## config.mk

```make
export PLATFORM = sky130hd
export DESIGN_NAME = cpu_sequencer
export DESIGN_NICKNAME = d
export VERILOG_FILES = /design/src/rtl/cpu_sequencer.sv
export SDC_FILE = /design/constraint.sdc
export NUM_CORES = 1
export LEC_CHECK = 0
export ABC_AREA = 1
export BUFFER_PORTS_ARGS = -buffer_cell sky130_fd_sc_hd__buf_4
export CELL_PAD_IN_SITES_DETAIL_PLACEMENT = 1
export CELL_PAD_IN_SITES_GLOBAL_PLACEMENT = 2
export CORE_MARGIN = 1.5
export CORE_UTILIZATION = 26
export CTS_CLUSTER_DIAMETER = 40
export DETAILED_ROUTE_END_ITERATION = 10
export GPL_TIMING_DRIVEN = 0
export PLACE_DENSITY_LB_ADDON = 0.1
export SYNTH_ARGS = -nofsm -noshare
export SYNTH_HDL_FRONTEND = slang
export SYNTH_SLANG_ARGS = --single-unit
```

## constraint.sdc

```tcl
create_clock -name clk -period 3.65 [get_ports clk]
set_clock_uncertainty 0.2 [all_clocks]
set_input_delay 0.365 -clock clk [delete_from_list [all_inputs] [get_ports clk]]
set_output_delay 0.365 -clock clk [all_outputs]
set_load 0.1 [all_outputs]
```

## src/rtl/cpu_sequencer.sv

```systemverilog
// cpu_sequencer: program counter and fetch/execute control for the 4-bit
// nibble processor. Drives the register enables and ALU select for the
// datapath, a valid/ack handshake on the input port, and a halt state.
// Optional feature macro: CPU_SEQ_ILLEGAL_TRAP_EN (trap opcodes 0xD/0xE).
module cpu_sequencer #(
  parameter logic [11:0] RESET_PC = 12'h000
) (
  input  logic        clk,
  input  logic        R,
  input  logic [7:0]  rom_data,
  input  logic [3:0]  instr,
  input  logic [3:0]  oprnd,
  input  logic        cflag,
  input  logic        zflag,
  input  logic        in_valid,
  output logic [11:0] pc_addr,
  output logic        fetch_en,
  output logic        acc_en,
  output logic        flags_en,
  output logic        out_en,
  output logic        in_sel,
  output logic        in_ack,
  output logic [2:0]  alu_sel,
  output logic        phase,
  output logic        halted,
  output logic        illegal
);

  typedef enum logic [1:0] {
    FETCH   = 2'd0,
    EXEC    = 2'd1,
    WAIT_IN = 2'd2,
    HALT    = 2'd3
  } state_t;

  state_t      state, state_nxt;
  logic [11:0] pc, pc_nxt;
  logic        taken;
`ifdef CPU_SEQ_ILLEGAL_TRAP_EN
  logic        trap;
  logic        illegal_q;
`endif

  // Branch condition for the two-byte jump opcodes 0x8..0xC.
  always_comb begin
    taken = 1'b0;
    case (instr)
      4'h8:    taken = 1'b1;
      4'h9:    taken = cflag;
      4'hA:    taken = ~cflag;
      4'hB:    taken = zflag;
      4'hC:    taken = ~zflag;
      default: taken = 1'b0;
    endcase
  end

  // Next-state, next-pc and datapath controls; everything is held low during reset.
  always_comb begin
    state_nxt = state;
    pc_nxt    = pc;
    fetch_en  = 1'b0;
    acc_en    = 1'b0;
    flags_en  = 1'b0;
    out_en    = 1'b0;
    in_sel    = 1'b0;
    in_ack    = 1'b0;
    alu_sel   = 3'b000;
`ifdef CPU_SEQ_ILLEGAL_TRAP_EN
    trap      = 1'b0;
`endif
    if (!R) begin
      case (state)
        FETCH: begin
          fetch_en  = 1'b1;
          pc_nxt    = pc + 12'd1;
          state_nxt = EXEC;
        end
        EXEC: begin
          state_nxt = FETCH;
          case (instr)
            4'h1: begin
              alu_sel  = 3'b000;
              acc_en   = 1'b1;
              flags_en = 1'b1;
            end
            4'h2: begin
              if (in_valid) begin
                acc_en = 1'b1;
                in_sel = 1'b1;
                in_ack = 1'b1;
              end else begin
                state_nxt = WAIT_IN;
              end
            end
            4'h3: out_en = 1'b1;
            4'h4: begin
              alu_sel  = 3'b001;
              acc_en   = 1'b1;
              flags_en = 1'b1;
            end
            4'h5: begin
              alu_sel  = 3'b010;
              acc_en   = 1'b1;
              flags_en = 1'b1;
            end
            4'h6: begin
              alu_sel  = 3'b011;
              acc_en   = 1'b1;
              flags_en = 1'b1;
            end
            4'h7: begin
              alu_sel  = 3'b010;
              flags_en = 1'b1;
            end
            // Second jump byte is already on rom_data since pc points at it.
            4'h8, 4'h9, 4'hA, 4'hB, 4'hC:
              pc_nxt = taken ? {oprnd, rom_data} : pc + 12'd1;
            4'hD, 4'hE: begin
`ifdef CPU_SEQ_ILLEGAL_TRAP_EN
              trap      = 1'b1;
              state_nxt = HALT;
`endif
            end
            4'hF: state_nxt = HALT;
            default: ;
          endcase
        end
        WAIT_IN: begin
          if (in_valid) begin
            acc_en    = 1'b1;
            in_sel    = 1'b1;
            in_ack    = 1'b1;
            state_nxt = FETCH;
          end
        end
        HALT: state_nxt = HALT;
        default: state_nxt = FETCH;
      endcase
    end
  end

  // State and program counter registers with synchronous reset.
  always_ff @(posedge clk) begin
    if (R) begin
      state <= FETCH;
      pc    <= RESET_PC;
    end else begin
      state <= state_nxt;
      pc    <= pc_nxt;
    end
  end

`ifdef CPU_SEQ_ILLEGAL_TRAP_EN
  // Sticky illegal-opcode flag, cleared only by reset.
  always_ff @(posedge clk) begin
    if (R)
      illegal_q <= 1'b0;
    else if (trap)
      illegal_q <= 1'b1;
  end
  assign illegal = illegal_q;
`else
  assign illegal = 1'b0;
`endif

  assign pc_addr = pc;
  assign phase   = (state != FETCH);
  assign halted  = (state == HALT);

endmodule

```

# After elaboration in Yosys (flattened, before gate mapping)

Cells that the tools add are included.

Output and inout port bits: 24
Register bits: 14

Bitwise logic cells: 2
Reductions and logical operators: 8
Multiplexer cells: 26
Eq/ne operators: 18
$add $sub $neg: 1

Operators by type and width:

| operator                                               | number |
|---|---|
| equality test 4 bit (second input constant)            | 6 |
| 2-to-1 mux 12 bit                                      | 2 |
| case mux 12 bit (2 select lines)                       | 1 |
| equality test 4 x 3 -> 1 bit (second input constant)   | 4 |
| adder 12 x 1 -> 12 bit (second input constant)         | 1 |
| 2-to-1 mux 1 bit                                       | 12 |
| OR reduction 5 bit                                     | 2 |
| equality test 4 x 2 -> 1 bit (second input constant)   | 2 |
| 2-to-1 mux 2 bit                                       | 4 |
| case mux 2 bit (4 select lines)                        | 1 |
| case mux 1 bit (2 select lines)                        | 3 |
| case mux 2 bit (3 select lines)                        | 1 |
| case mux 1 bit (5 select lines)                        | 1 |
| equality test 2 bit (second input constant)            | 2 |
| equality test 4 x 1 -> 1 bit (second input constant)   | 1 |
| case mux 2 bit (2 select lines)                        | 1 |
| nonzero test 2 bit                                     | 2 |
| OR reduction 4 bit                                     | 1 |
| equality test 2 x 1 -> 1 bit (second input constant)   | 1 |
| zero test 2 bit                                        | 1 |
| inequality test 2 x 1 -> 1 bit (second input constant) | 1 |
| inequality test 2 bit (second input constant)          | 1 |
| inverter 1 bit                                         | 2 |
| AND reduction 2 bit                                    | 1 |
| OR reduction 2 bit                                     | 1 |

# Longest topological paths before layout

Gate-level depths: netlist of run 1.

Depth after elaboration: 5
Gate-level depth with buffers: 11
Mapped depth without buffers: 11

# Worst setup path before layout of run 1

No wires, ideal clock.

Kind: input -> output
Start point: input instr[3]
End point: output acc_en
Stages: 6
Data required time: 3.085 ns
Arrival time: 3.269 ns
Path slack: -0.184 ns
Path buffers: 0
Path through: inv_1 -> nand2_1 -> nor3_1 -> nand3_1 -> a21oi_1 -> o21bai_1

Cells in the longest elaborated chain, start to end: 5
Elaborated cells between the ends (all ways): 9
Classes of those cells: 5 x eq/ne; 3 x mux; 1 x reduce/logical

Ends and longest elaborated chain:

| item                                                                         | line | source |
|---|---|---|
| start, declared                                                              | 11   | `input logic [3:0] instr,` |
| equality test 4 x 3 -> 1 bit or equality test 4 x 1 -> 1 bit (tied branches) | 80   | `case (instr)` |
| OR reduction 4 bit (no source line)                                          | n/a  |  |
| case mux 1 bit (2 select lines) (*)                                          | 80   |  |
| case mux 1 bit (2 select lines) (*)                                          | 72   | `case (state)` |
| 2-to-1 mux 1 bit (*)                                                         | 71   | `if (!R) begin` |
| end, declared                                                                | 18   | `output logic acc_en,` |

Every way passes the cells marked *; elsewhere a longest branch is shown, timed or not.

# Worst setup path after layout of run 1

Start point: register state[1]
End point: output out_en

Cells in the longest elaborated chain, start to end: 3

Ends and longest elaborated chain:

| item                         | line | source |
|---|---|---|
| start, declared              | 36   | `state_t state, state_nxt;` |
| start signal, assigned       | 148  | `state <= state_nxt;` |
| equality test 2 x 1 -> 1 bit | 72   |  |
| 2-to-1 mux 1 bit             | 72   |  |
| 2-to-1 mux 1 bit             | 71   |  |
| end, declared                | 20   | `output logic out_en,` |

No other way between the ends.

==> out/metrics.csv, run 1 <==
stage,metric,value,unit
floorplanning,row cnt,24,
timing,RSZ-0062 raised after global routing,no,
cells_and_area,area of the multi-input gates,773,sq um
synth,post-synthesis sequential area ratio,23.3,%
placed_design,Cells after DPL,291,
clocking,CTS tree,yes,
timing,"Min Clock Period, post-route",2.37,ns
synth,compound-gate portion of the synthesized area,17.0,%
worst_setup_path,R2R Path Start,state[1]$_SDFFE_PP0P_,
hold_path,hold crit path type,input pin to flop,
global_routing,largest net degree at the start of global routing,11,
route,ANT nets after route,0,
floorplanning,Ports,45,
timing,FMAX,422,MHz
synth,Main synth FF type,dfxtp_1,
cells_and_area,Fill cells,593,
worst_setup_path,R2R cell count,8,
clocking,post-CTS sizing,0,
floorplanning,Initial Util,27.3,%
placed_design,dpl cell area,1590,sq um
global_routing,gr ovfl total,0,
worst_setup_path,RR Endpoint,pc_addr[0]$_SDFFE_PP0P_,
synth,Synth Area in Simple Gates,36.7,%
worst_setup_path,WP data arrival,1.81,ns
clocking,postcts setup bufs,0,
worst_setup_path,crit path kind,flop to primary output,
timing,worst slew pin tran,0.503,ns
cells_and_area,register area,280,sq um
clocking,Clk Tree Root Cell,clkbuf_8,
cells_and_area,share of cells above drive strength 1,26.3,%
route,DR DRC count,0,
synth,cells after synthesis,196,
hold_path,Hold EP,pc_addr[10]$_SDFFE_PP0P_,
synth,Seq cells post-synth,14,
worst_setup_path,Crit path required time,3.08,ns
job,total of max-cap violations,0,
global_routing,initial antenna violation count,0,
synth,synthesized area,1200,sq um
cells_and_area,final std cells w/o fill,295,
outcome,outcome,completed,
floorplanning,die area,5050,sq um
floorplanning,Die Y-Extent,71.0,um
worst_setup_path,reg-to-reg setup timing slack,1.65,ns
route,DRT Wirelength,3670,um
route,vias per cell,4.58,
synth,Post-Synth Adder-Cell Area,5.20,%
power,power per standard cell area,365,nW/um^2
cells_and_area,layout net count,270,
cells_and_area,final instance area,1650,sq um
synth,main combinational cell family by area after synthesis,simple AND/OR/NAND/NOR gates,
route,Detailed Routing Iterations Pass 1,4,
timing,Fin. Hold Viols,0,
synth,xor/xnor cell area share of the yosys netlist,4.37,%
clocking,hold_buf cts,0,
floorplanning,core area,4410,sq um
route,drt wl/cell,12.5,um
clocking,clk_lat worst skew,0.25,ns
timing,Final Slew Violations,0,
synth,Ys Warns,0,
clocking,Max H-tree Level,1,
timing,setup violators final,0,
power,Leakage Power,0.809,nW
cells_and_area,antenna diode count,0,
placed_design,pre-CTS setup slack,1.42,ns
placed_design,GP Congestion,0.755,
synth,"FFs w/ async S/R, synth",0,%
global_routing,Tot GR Track Use,14.8,%
floorplanning,die width,71.0,um
timing,fin crit share,65.0,%
synth,Post-synth EDFFs,0,
worst_setup_path,crit end category,primary output,
clocking,"Reg clk slew, reported paths",0.07,ns
synth,mux contribution to synthesized area,0,%
worst_setup_path,worst-path maximum fanout,5,
route,Starting DRT DRC Count,46,
global_routing,global-route wire length before repair,6050,um
hold_path,Worst Hold Depth,2,
placed_design,Port Buffers,42,
clocking,clock sinks,14,
cells_and_area,Synth-to-Final Area Change,36.8,%
route,via count,1352,
timing,final worst slack,1.28,ns
worst_setup_path,Critical Path Source Type,flop,
synth,post-synthesis cell type count,29,
placed_design,dpl hpwl,2840,um
global_routing,vias in the first global route,1248,
clocking,CTS max path bufs,2,
hold_path,Hold Path Origin,R,
timing,worst hold slack,0.123,ns
timing,max_slew headroom,66.2,%
synth,Mapped Avg Cell Area,6.14,sq um
power,Peak VDD IR,177,uV
timing,Setup TNS,0,ns
clocking,TritonCTS Buffers,3,
[area by class of cell]
| cell class | count | area share, % |
|---|---|---|
| Multi-Input combinational cell | 149 | 47.0 |
| Timing Repair Buffer | 42 | 19.1 |
| Sequential cell | 14 | 17.0 |
| Inverter | 27 | 6.16 |
| Tap cell | 52 | 3.95 |
| Buffer | 7 | 3.42 |
| Clock buffer | 4 | 3.34 |
[critical path: stages (launching register included)]
cell,delay [ns]
dfxtp_1,0.34
inv_1,0.08
ha_1,0.26
inv_1,0.16
nor2_1,0.17
inv_1,0.07
nor3_1,0.14
buf_4,0.32
[worst max-delay path by stage]
stage / startpoint / end / slack, ns
2_1_floorplan: state[1]$_SDFFE_PP0P_ / out_en / 0.16
3_3_place_gp: instr[3] / acc_en / 1.44
3_5_place_dp: instr[3] / acc_en / 1.42
4_1_cts: state[1]$_SDFFE_PP0P_ / out_en / 1.24
5_1_grt: state[1]$_SDFFE_PP0P_ / out_en / 1.14
6_report: state[1]$_SDFFE_PP0P_ / out_en / 1.28
[metrics by stage]
| stage | power, W | utilization, % |
|---|---|---|
| after CTS | 0.000607 | 37.3 |
| after global routing | 0.000633 | 37.3 |
| after global placement | 0.000446 | 36.1 |
| after detailed placement | 0.000446 | 36.1 |
| final | 0.000601 | 37.3 |
| after floorplan | 0.000379 | - |
[placed cells by master, fill, tap and decap left out]
| master | netlist | final |
|---|---|---|
| conb_1 | 1 | 2 |
| nor2_2 | 2 | 2 |
| nand3_1 | 14 | 14 |
| nand2_2 | 3 | 3 |
| buf_4 | 4 | 46 |
| clkinv_1 | 1 | 1 |
| clkbuf_8 | 0 | 4 |
| buf_1 | 1 | 1 |
| nor2_1 | 18 | 18 |
| ha_1 | 5 | 5 |
| xnor2_1 | 2 | 2 |
| dfxtp_1 | 14 | 14 |
| nand2_4 | 1 | 1 |
| nand4_1 | 3 | 3 |
| nand2_1 | 52 | 52 |
| o21ai_1 | 2 | 2 |
| o21ai_2 | 1 | 1 |
| xor2_1 | 4 | 4 |
| o21bai_1 | 1 | 1 |
| nor3_1 | 3 | 3 |
| nand3b_1 | 3 | 3 |
| buf_6 | 2 | 2 |
| o21ai_0 | 15 | 15 |
| inv_1 | 25 | 25 |
| a21oi_2 | 1 | 2 |
| a21oi_4 | 1 | 1 |
| a21oi_1 | 14 | 13 |
| a221oi_1 | 1 | 1 |
| nand3_2 | 1 | 1 |
| inv_2 | 1 | 1 |
[layer usage]
layer  routed length [um]  vias up  global-route usage [%]
met2                 1480       25                    21.8
met1                 2030      607                    22.5
met4                   13        0                    2.52
li1                     -      718                       -
met3                  156        2                    2.99
met5                    0        -                       0
[flip-flops by register name, summed over array words and instances (netlist names)]
register and count:
state 2, pc_addr 12
[kinds of logic after synthesis]
| kind of cell | count (synthesis) |
|---|---|
| AO/OA/AOI/OAI | 36 |
| XOR/XNOR | 6 |
| adder cells (fa/ha/maj) | 5 |
| buffers and inverters | 34 |
| flip-flops | 14 |
| other | 1 |
| AND/OR/NAND/NOR | 100 |
[synthesized netlist by cell type (2+ instances only)]
library cell / number / area, sq um
dfxtp_1: 14 / 280
nor3_1: 3 / 15.0
inv_1: 25 / 93.8
nand3b_1: 3 / 22.5
nand4_1: 3 / 18.8
o21ai_0: 15 / 75.1
buf_4: 4 / 30.0
o21ai_1: 2 / 10.0
buf_6: 2 / 22.5
xnor2_1: 2 / 17.5
ha_1: 5 / 62.6
nor2_1: 18 / 67.6
nand2_2: 3 / 18.8
nand2_1: 52 / 195
nor2_2: 2 / 12.5
a21oi_1: 14 / 70.1
xor2_1: 4 / 35.0
nand3_1: 14 / 70.1
[power by group]
group          leakage [nW]  switching (W)  total [W]  internal, W
clock                0.0288      0.0000643   0.000160    0.0000957
combinational         0.665       0.000189   0.000256    0.0000676
sequential            0.115      0.0000186   0.000185     0.000166
No activity file was read; power rests on OpenSTA's default activity.
==> run 2, diff against run 1 <==
--- a/config.mk
+++ b/config.mk
@@ -5,12 +5,12 @@
 export SDC_FILE = /design/constraint.sdc
 export NUM_CORES = 1
 export LEC_CHECK = 0
-export ABC_AREA = 1
+export ABC_AREA = 0
 export BUFFER_PORTS_ARGS = -buffer_cell sky130_fd_sc_hd__buf_4
 export CELL_PAD_IN_SITES_DETAIL_PLACEMENT = 1
 export CELL_PAD_IN_SITES_GLOBAL_PLACEMENT = 2
 export CORE_MARGIN = 1.5
-export CORE_UTILIZATION = 26
+export CORE_UTILIZATION = 24
 export CTS_CLUSTER_DIAMETER = 40
 export DETAILED_ROUTE_END_ITERATION = 10
 export GPL_TIMING_DRIVEN = 0
==> constraint.sdc (replaced) <==
create_clock -name clk -period 2.1 [get_ports clk]
set_clock_uncertainty 0.2 [all_clocks]
set_input_delay 0.21 -clock clk [delete_from_list [all_inputs] [get_ports clk]]
set_output_delay 0.21 -clock clk [all_outputs]
set_load 0.1 [all_outputs]
==> run 2 against run 1 <==
  * Final cell count fell by 14%
  * Total power rose by 71%
  * Utilization rose by 0.67 points
  * Clock power rose by 75%
  * Worst hold slack got worse by 0.092 ns
  * Sequential share of layout area fell by 0.74 points
  * Sequential power rose by 72%
==> out/metrics.csv, run 2 <==
stage,metric,value,unit,change
synth,Seq cells post-synth,14,,unchanged
worst_setup_path,R2R Path Start,state[1]$_SDFFE_PP0P_,,
global_routing,Tot GR Track Use,18.0,%,+3.2 points
placed_design,dpl hpwl,3300,um,+16%
global_routing,gr ovfl total,0,,unchanged
timing,setup violators final,0,,unchanged
synth,Yosys top cell area share,23.4,%,+0.097 points
worst_setup_path,worst-path maximum fanout,4,,-1
cells_and_area,number of flip-flops in the largest register,12,,unchanged
power,Leakage Power,0.641,nW,-21%
worst_setup_path,Crit path required time,1.69,ns,-1.39 ns
synth,Ys Warns,0,,unchanged
placed_design,Port Buffers,38,,-9.5%
synth,dominant cell type by area after synthesis,dfxtp_1,,
floorplanning,die area,5430,sq um,+7.5%
timing,fin crit share,98.3,%,
clocking,clock sinks,14,,unchanged
floorplanning,Ports,45,,unchanged
synth,Main synth FF type,dfxtp_1,,
placed_design,Cells after DPL,251,,-14%
timing,worst slew pin tran,0.653,ns,+0.151 ns
cells_and_area,layout net count,215,,-20%
timing,RSZ-0062 raised after global routing,yes,,
cells_and_area,final std cells w/o fill,255,,-14%
global_routing,largest net degree at the start of global routing,20,,+9
outcome,outcome,completed,,
hold_path,Hold EP,pc_addr[1]$_SDFFE_PP0P_,,
power,Peak VDD IR,266,uV,+50%
cells_and_area,area of the multi-input gates,925,sq um,+20%
clocking,Clk Tree Root Cell,clkbuf_8,,
route,Starting DRT DRC Count,73,,+59%
worst_setup_path,RR Endpoint,pc_addr[6]$_SDFFE_PP0P_,,
cells_and_area,register area,294,sq um,+4.9%
hold_path,hold crit path type,input pin to flop,,
floorplanning,row cnt,25,,+4.2%
cells_and_area,"commonest non-fill, non-tap cell in the layout",buf_4,,
synth,post-synthesis sequential area ratio,23.4,%,+0.097 points
clocking,TritonCTS Buffers,3,,unchanged
hold_path,Worst Hold Depth,3,,+1
route,drt wl/cell,17.5,um,+41%
clocking,CTS max path bufs,2,,unchanged
worst_setup_path,reg-to-reg setup timing slack,0.12,ns,-1.53 ns
hold_path,Hold Path Origin,rom_data[1],,
synth,Post-synth top cells,"dfxtp_1, a31oi_1, nand2_1, o211ai_1",,
clocking,Max H-tree Level,1,,unchanged
synth,synthesized area,1200,sq um,-0.42%
cells_and_area,antenna diode count,0,,unchanged
route,DRT Wirelength,4470,um,+22%
global_routing,vias in the first global route,1373,,+10%
synth,top post-synthesis cells by area,"dfxtp_1, a32oi_1, o211ai_1, a31oi_1, ha_1",,
route,via count,1398,,+3.4%
synth,Post-synth EDFFs,0,,unchanged
cells_and_area,most frequent cells in the layout,"buf_4, dfxtp_2, nand2_1",,
floorplanning,Die Y-Extent,73.7,um,+3.7%
worst_setup_path,crit path kind,flop to primary output,,
route,ANT nets after route,0,,unchanged
worst_setup_path,WP data arrival,1.65,ns,-0.16 ns
synth,top-count cell post-synth,dfxtp_1,,
cells_and_area,Fill cells,592,,-0.17%
global_routing,initial antenna violation count,0,,unchanged
synth,Mapped Avg Cell Area,8.27,sq um,+35%
route,DR DRC count,0,,unchanged
timing,FMAX,484,MHz,
timing,"Min Clock Period, post-route",2.06,ns,
power,power per standard cell area,569,nW/um^2,+56%
timing,max_slew headroom,56.4,%,-9.8 points
floorplanning,die width,73.7,um,+3.7%
worst_setup_path,R2R cell count,7,,-1
synth,"FFs w/ async S/R, synth",0,%,unchanged
worst_setup_path,crit end category,primary output,,
synth,post-synthesis cell type count,40,,+38%
cells_and_area,Synth-to-Final Area Change,50.6,%,
worst_setup_path,Critical Path Source Type,flop,,
placed_design,GP Congestion,0.782,,+3.6%
cells_and_area,share of cells above drive strength 1,44.7,%,+18 points
global_routing,global-route wire length before repair,7410,um,+22%
clocking,"Reg clk slew, reported paths",0.06,ns,about the same
power,Tot Pwr,0.00103,W,+71%
clocking,CTS tree,yes,,
timing,Fin. Hold Viols,0,,unchanged
floorplanning,core area,4750,sq um,+7.7%
route,vias per cell,5.48,,+20%
clocking,clk_lat worst skew,0.25,ns,about the same
timing,Final Slew Violations,0,,unchanged
synth,cells after synthesis,145,,-26%
route,Detailed Routing Iterations Pass 1,4,,unchanged
floorplanning,Initial Util,25.2,%,-2.1 points
job,total of max-cap violations,0,,unchanged
[run 2: where the power goes]
group	total (W)	leakage, nW	internal [W]	switching, W
clock network	0.000280	0.0288	0.000166	0.000113
registers	0.000318	0.119	0.000288	0.0000302
logic	0.000431	0.493	0.000121	0.000309
total	0.00103	0.641	0.000575	0.000453
[run 2: worst max-delay path by stage]
stage,start,to,slack (ns),cells past startpoint
after detailed placement,state[1]$_SDFFE_PP0P_,pc_addr[6]$_SDFFE_PP0P_,-0.02,7
after floorplan,state[1]$_SDFFE_PP0P_,acc_en,-0.32,6
final,state[1]$_SDFFE_PP0P_,in_ack,0.04,6
after global routing,state[1]$_SDFFE_PP0P_,in_ack,-0.05,6
after CTS,state[1]$_SDFFE_PP0P_,in_sel,0.005,7
after global placement,state[1]$_SDFFE_PP0P_,pc_addr[6]$_SDFFE_PP0P_,-0.001,7
[run 2: logic make-up after synthesis]
logic type	synth area share, %
simple gates	22.2
buf+inv	9.81
flops	23.4
fa+ha+maj	5.22
compound gates	39.0
other cells	0.313
[run 2: cell type report]
class	instances	share of cell area (%)
plain buffers	15	5.61
well taps	67	4.64
repair buffers	39	18.0
flip-flops and latches	14	16.3
clock buffers	4	3.05
inverters	5	1.18
multi-input cells	111	51.2
[run 2: what timing repair did]
action	4_1_cts	5_1_grt
pin swaps	0	0
setup endpoints to repair	10	5
setup buffers	0	1
gates resized for setup	7	5
hold buffers	0	0
[run 2: per-layer routing]
| layer | vias to the layer above | track usage, % | part of all wire [%] |
|---|---|---|---|
| met5 | - | 0 | 0 |
| met4 | 0 | 3.09 | 0.43 |
| met3 | 2 | 3.84 | 3.6 |
| met2 | 27 | 29.9 | 50 |
| met1 | 696 | 24.2 | 46 |
| li1 | 673 | - | - |
[run 2: metrics by stage]
step / instance area, sq um / util, % / TNS (ns) / hold WS [ns] / worst slack [ns]
after floorplan: 1330 / - / -0.822 / 0.161 / -0.321
after detailed placement: 1700 / 35.8 / -0.0184 / 0.279 / -0.0184
after CTS: 1780 / 37.4 / 0 / 0.0289 / 0.00473
after global routing: 1810 / 38.0 / -0.0791 / 0.0324 / -0.0477
final: 1810 / 38.0 / 0 / 0.0308 / 0.0351
after global placement: 1700 / 35.8 / -0.00112 / 0.275 / -0.00112
[run 2: critical path, cell delays in order (launching register included)]
cell	delay (ns)
dfxtp_2	0.35
inv_4	0.08
ha_4	0.14
nor2b_4	0.21
a31oi_4	0.11
nor3_4	0.18
buf_4	0.33
